File: src/rtl/instr_fetch.sv
// Instruction fetch stage: owns the fetch PC, issues one outstanding read at a
// time to the word-addressed instruction RAM, buffers returned words with
// their PC in a small FIFO and hands them to decode over valid/ready.
// A branch redirect flushes buffered words and discards any in-flight read.
//
// Ports:
//   clk, rst              clock, synchronous active-high reset
//   mem_req, mem_addr     read request (held until mem_rvalid) and word address
//   mem_rvalid, mem_rdata read response, may arrive in the same cycle as mem_req
//   redirect, redirect_pc branch-taken pulse and new fetch address
//   inst_valid/ready      handshake toward decode
//   inst_data, inst_pc    FIFO head word and its address (0 when not valid)
module instr_fetch #(
  parameter int unsigned       ADDR_W   = 32,
  parameter int unsigned       DATA_W   = 32,
  parameter int unsigned       DEPTH    = 2,
  parameter logic [ADDR_W-1:0] RESET_PC = '0
) (
  input  logic              clk,
  input  logic              rst,
  output logic              mem_req,
  output logic [ADDR_W-1:0] mem_addr,
  input  logic              mem_rvalid,
  input  logic [DATA_W-1:0] mem_rdata,
  input  logic              redirect,
  input  logic [ADDR_W-1:0] redirect_pc,
  output logic              inst_valid,
  input  logic              inst_ready,
  output logic [DATA_W-1:0] inst_data,
  output logic [ADDR_W-1:0] inst_pc
);

  localparam int unsigned     PTR_W = (DEPTH > 1) ? $clog2(DEPTH) : 1;
  localparam int unsigned     CNT_W = PTR_W + 1;
  localparam logic [CNT_W-1:0] FULL = CNT_W'(DEPTH);

  typedef enum logic {
    IDLE = 1'b0,
    WAIT = 1'b1
  } state_t;

  state_t            state_q, state_d;
  logic [ADDR_W-1:0] fetch_pc_q, fetch_pc_d;
  logic [ADDR_W-1:0] req_pc_q;
  logic              drop_q, drop_d;
  logic [PTR_W-1:0]  rd_ptr_q, wr_ptr_q;
  logic [CNT_W-1:0]  count, count_d, cnt_push;
  logic              push, pop, flush;

  logic [ADDR_W-1:0] pc_mem   [DEPTH];
  logic [DATA_W-1:0] data_mem [DEPTH];

  // Occupancy if the current response is pushed (used to decide re-issue)
  assign cnt_push = count + CNT_W'(1) - CNT_W'(pop);

  // Next-state, fetch PC and FIFO control
  always_comb begin
    state_d    = state_q;
    fetch_pc_d = fetch_pc_q;
    drop_d     = drop_q;
    push       = 1'b0;
    flush      = 1'b0;
    pop        = inst_valid && inst_ready;
    case (state_q)
      IDLE: begin
        if (redirect) begin
          flush      = 1'b1;
          fetch_pc_d = redirect_pc;
        end else if (count < FULL) begin
          state_d = WAIT;
        end
      end
      WAIT: begin
        if (redirect) begin
          flush      = 1'b1;
          fetch_pc_d = redirect_pc;
          if (mem_rvalid) begin
            // Response consumed and discarded this very cycle
            drop_d  = 1'b0;
            state_d = IDLE;
          end else begin
            // Let the in-flight read finish, then throw it away
            drop_d = 1'b1;
          end
        end else if (mem_rvalid) begin
          if (drop_q) begin
            drop_d  = 1'b0;
            state_d = IDLE;
          end else begin
            push       = 1'b1;
            fetch_pc_d = fetch_pc_q + ADDR_W'(1);
            if (cnt_push >= FULL) state_d = IDLE;
          end
        end
      end
      default: state_d = IDLE;
    endcase
    if (flush) count_d = '0;
    else       count_d = count + CNT_W'(push) - CNT_W'(pop);
  end

  // Control state registers
  always_ff @(posedge clk) begin
    if (rst) begin
      state_q    <= IDLE;
      fetch_pc_q <= RESET_PC;
      req_pc_q   <= RESET_PC;
      drop_q     <= 1'b0;
      count      <= '0;
      rd_ptr_q   <= '0;
      wr_ptr_q   <= '0;
    end else begin
      state_q    <= state_d;
      fetch_pc_q <= fetch_pc_d;
      drop_q     <= drop_d;
      count      <= count_d;
      // Freeze the outstanding address while a dropped read completes
      if (!drop_q) req_pc_q <= fetch_pc_q;
      if (flush) begin
        rd_ptr_q <= '0;
        wr_ptr_q <= '0;
      end else begin
        if (push) wr_ptr_q <= wr_ptr_q + PTR_W'(1);
        if (pop)  rd_ptr_q <= rd_ptr_q + PTR_W'(1);
      end
    end
  end

  // FIFO storage; when full with a pop, the write lands in the freed head slot
  always_ff @(posedge clk) begin
    if (push) begin
      pc_mem[wr_ptr_q]   <= fetch_pc_q;
      data_mem[wr_ptr_q] <= mem_rdata;
    end
  end

  assign mem_req    = (state_q == WAIT);
  assign mem_addr   = drop_q ? req_pc_q : fetch_pc_q;
  assign inst_valid = (count != '0);
  assign inst_data  = inst_valid ? data_mem[rd_ptr_q] : '0;
  assign inst_pc    = inst_valid ? pc_mem[rd_ptr_q]   : '0;

endmodule

File: config.mk
export PLATFORM = sky130hd
export DESIGN_NAME = instr_fetch
export DESIGN_NICKNAME = d
export VERILOG_FILES = /design/src/rtl/instr_fetch.sv
export SDC_FILE = /design/constraint.sdc
export NUM_CORES = 1
export LEC_CHECK = 0
export CAP_MARGIN = 20
export CORE_ASPECT_RATIO = 1.2
export CORE_MARGIN = 3
export CORE_UTILIZATION = 47
export CTS_CLUSTER_SIZE = 24
export DETAILED_ROUTE_END_ITERATION = 7
export HOLD_SLACK_MARGIN = 0.05
export PLACE_DENSITY_LB_ADDON = 0.08
export SLEW_MARGIN = 5
export SYNTH_ARGS = -nofsm -noshare
export SYNTH_HDL_FRONTEND = slang
export SYNTH_SLANG_ARGS = --single-unit
File: constraint.sdc
create_clock -name clk -period 4.2 [get_ports clk]
set_clock_uncertainty 0.2 [all_clocks]
set_input_delay 0.63 -clock clk [delete_from_list [all_inputs] [get_ports clk]]
set_output_delay 0.63 -clock clk [all_outputs]
set_load 0.005 [all_outputs]
==> flow_summary.json <==
{
  "outcome": "complete, no violations",
  "port_buffers": 166,
  "cts_buffers": 17,
  "holdPathStages": 0,
  "hold_slack_ns": 0.352,
  "die_w_um": 128,
  "ff2ff_setup_slack_ns": 1.24,
  "setup_tns_ns": 0,
  "synth_edf_count": 128,
  "ys_types": 54,
  "worstRegToRegCells": 6,
  "drive_gt1_share_pct": 10.0,
  "ys_seq_area_share_pct": 62.9,
  "drtIter0Drc": 452,
  "n_fill_cell": 1357,
  "worstHoldEndpoint": "pc_mem[0][30]",
  "clk_latency_ns": 0.42,
  "min_from": "fetch_pc_q[30]",
  "required_ns": 3.37,
  "clk_pin_slew_ns": 0.07,
  "rows": 52,
  "firstDrtPassIters": 5,
  "h-tree-depth": 4,
  "power.density_nw_per_um2": 388,
  "hp-class": "register to register",
  "die_area_sq_um": 19500,
  "antenna_found_initial": 0,
  "avgViaCountPerCell": 5.44,
  "vias": 5740,
  "slew_violations": 0,
  "fp.dieH_um": 152,
  "ys_ff_latch": 199,
  "critPathKind": "register to primary output",
  "cts_setup_buffers": 0,
  "grt_remaining_overflow": 0,
  "syn_avg_cell_area_sq_um": 12.4,
  "finalSetupViolCount": 0,
  "synth_nets": 749,
  "end_kind": "primary output",
  "cp-start-kind": "register",
  "cp.arrival_ns": 2.43,
  "cp_max_fo": 47,
  "track_usage_pct": 19.2,
  "min_period_ns": 3.26,
  "ys.warnings.count": 0,
  "rsz0062_at_grt": "no",
  "start_util_pct": 48.7,
  "synth_ff_type": "edfxtp_1",
  "diodes": 0,
  "clockRootBuffer": "clkbuf_16",
  "grt_pass1_vias": 5664,
  "synthesis.area_sq_um": 8370,
  "power.total_mw": 4.21,
  "gp_congestion": 0.845,
  "routed_wl_mm": 18.9,
  "syn_inst": 677,
  "cts_tree": "yes",
  "final_nets": 899,
  "final_antenna_net_count": 0,
  "regToRegEndpoint": "data_mem[0][31]",
  "cts.sinks": 199,
  "power_leakage_nw": 3.66,
  "fmax_ghz": 0.307,
  "syn_to_final_growth_pct": 29.8,
  "wl_per_cell_um": 17.9,
  "grt_pass1_wl_mm": 29.9,
  "slew_headroom_pct": 38.2,
  "finalHoldViolations": 0,
  "postLayoutCellArea_sq_um": 10900,
  "post-dp-hpwl_mm": 12.8,
  "dpl_cell_area_sq_um": 10200,
  "maxCapViolCount": 0,
  "rr_startpoint": "drop_q",
  "fin_crit_sh_pct": 77.6,
  "cts_buffer_depth": 2,
  "worst_pin_slew_ns": 0.927,
  "cts_hold_buf": 0,
  "cts_resized": 0,
  "drcViolationCount": 0,
  "ir_worst_vdd_uv": 279,
  "grt_max_degree": 48,
  "synth-async-reset-ratio_pct": 0,
  "core_area_sq_um": 17200,
  "ioPinCount": 167
}
## layout by cell type, fill, tap and decap left out, types with 16 or more instances in the layout
cell type        synthesis  routed
nor2b_1                 34      34
clkbuf_16                0      21
inv_1                   16      16
mux2i_1                 68      68
dfxtp_1                 71      70
a21oi_1                 24      24
nor2_1                  91      89
mux2_2                  29      29
nand2_1                 17      17
edfxtp_1               128     128
clkdlybuf4s50_1          0     165
## final cells by class
cell class	count	area, sq um	area share [%]
clock buffers	22	539	4.96
clock inverters	10	88.8	0.818
inverters	16	60.1	0.553
multi-input cells	417	2880	26.5
flip-flops and latches	199	5270	48.5
well taps	216	270	2.49
repair buffers	176	1760	16.2
## cell usage after synthesis (2+ instances only)
library cell	instances	share of area [%]
a311oi_1	3	0.31
nand4_1	11	0.82
xnor2_1	8	0.84
and4_1	5	0.52
nand3b_1	3	0.27
mux2i_1	68	8.1
nor3_1	10	0.60
nand3_1	15	0.90
clkbuf_1	28	1.3
nor4_1	2	0.15
edfxtp_1	128	46
o21a_1	7	0.63
or4_1	2	0.18
o31ai_1	5	0.45
buf_2	10	0.60
o22ai_1	3	0.22
or3_1	3	0.22
and3b_1	2	0.21
a311o_1	2	0.24
a221oi_1	3	0.31
inv_1	16	0.72
mux2_2	29	3.9
a22oi_1	6	0.54
buf_1	6	0.27
xor2_1	4	0.42
ha_1	3	0.45
a211o_1	2	0.21
and3_1	5	0.37
dfxtp_1	71	17
nor4b_1	2	0.21
a21oi_1	24	1.4
o21ai_0	14	0.84
a31oi_1	4	0.30
nor2b_1	34	2.5
nand2_1	17	0.76
nor3_2	2	0.24
a211oi_1	5	0.45
nor3b_1	2	0.18
and2_1	4	0.30
nor2_1	91	4.1
nand2b_1	5	0.37
## critical path, stage by stage (launching register included)
cell,delay [ns]
dfxtp_1,0.40
nor2_4,0.42
buf_4,0.53
nor2_1,0.17
clkdlybuf4s50_1,0.48
## flip-flops by register name (all words and copies together), names as in the netlist, named ones only
| signal | cells |
|---|---|
| wr_ptr_q | 1 |
| data_mem | 64 |
| fetch_pc_q | 32 |
| req_pc_q | 32 |
| mem_req | 1 |
| drop_q | 1 |
| count | 2 |
| pc_mem | 64 |
| rd_ptr_q | 1 |
## worst max path at each step
stage | endpoint | start | cells past startpoint
floorplan | data_mem[0][0] | redirect | 4
global placement | data_mem[0][9] | mem_rvalid | 6
detailed placement | pc_mem[0][7] | mem_rvalid | 6
CTS | inst_pc[25] | register | 4
global route | inst_pc[11] | count[1] | 4
finish | inst_pc[0] | count[1] | 4
## kinds of logic after synthesis
kind of cell | share of synthesized area (%)
mux | 12.0
xor+xnor | 1.26
simple gates | 13.9
fa+ha+maj | 0.448
compound gates | 6.61
flops | 62.9
buf+inv | 2.90
## power breakdown
group / internal, mW / switching, mW / leakage (nW)
Combinational: 0.198 / 0.146 / 1.61
Sequential: 2.14 / 0.0665 / 1.74
Clock: 0.955 / 0.704 / 0.314
## per-stage QoR
step / worst slack, ns / utilization, % / instances
2_1_floorplan: 0.741 / - / 677
6_report: 0.941 / 63.3 / 1056
4_1_cts: 0.909 / 63.3 / 1056
3_5_place_dp: 0.821 / 59.6 / 1024
5_1_grt: 0.788 / 63.3 / 1056
3_3_place_gp: 0.923 / 59.6 / 1024
## metal layers
layer | up-vias | part of all wire [%] | global-route usage, % | wire, um
met4 | 0 | 0.97 | 4.80 | 182
met2 | 202 | 49 | 31.2 | 9190
met1 | 2749 | 45 | 26.2 | 8420
met5 | - | 0 | 0 | 0
met3 | 16 | 5.6 | 4.42 | 1060
li1 | 2773 | - | - | -
Note: power is estimated with default switching activity, not from simulation.
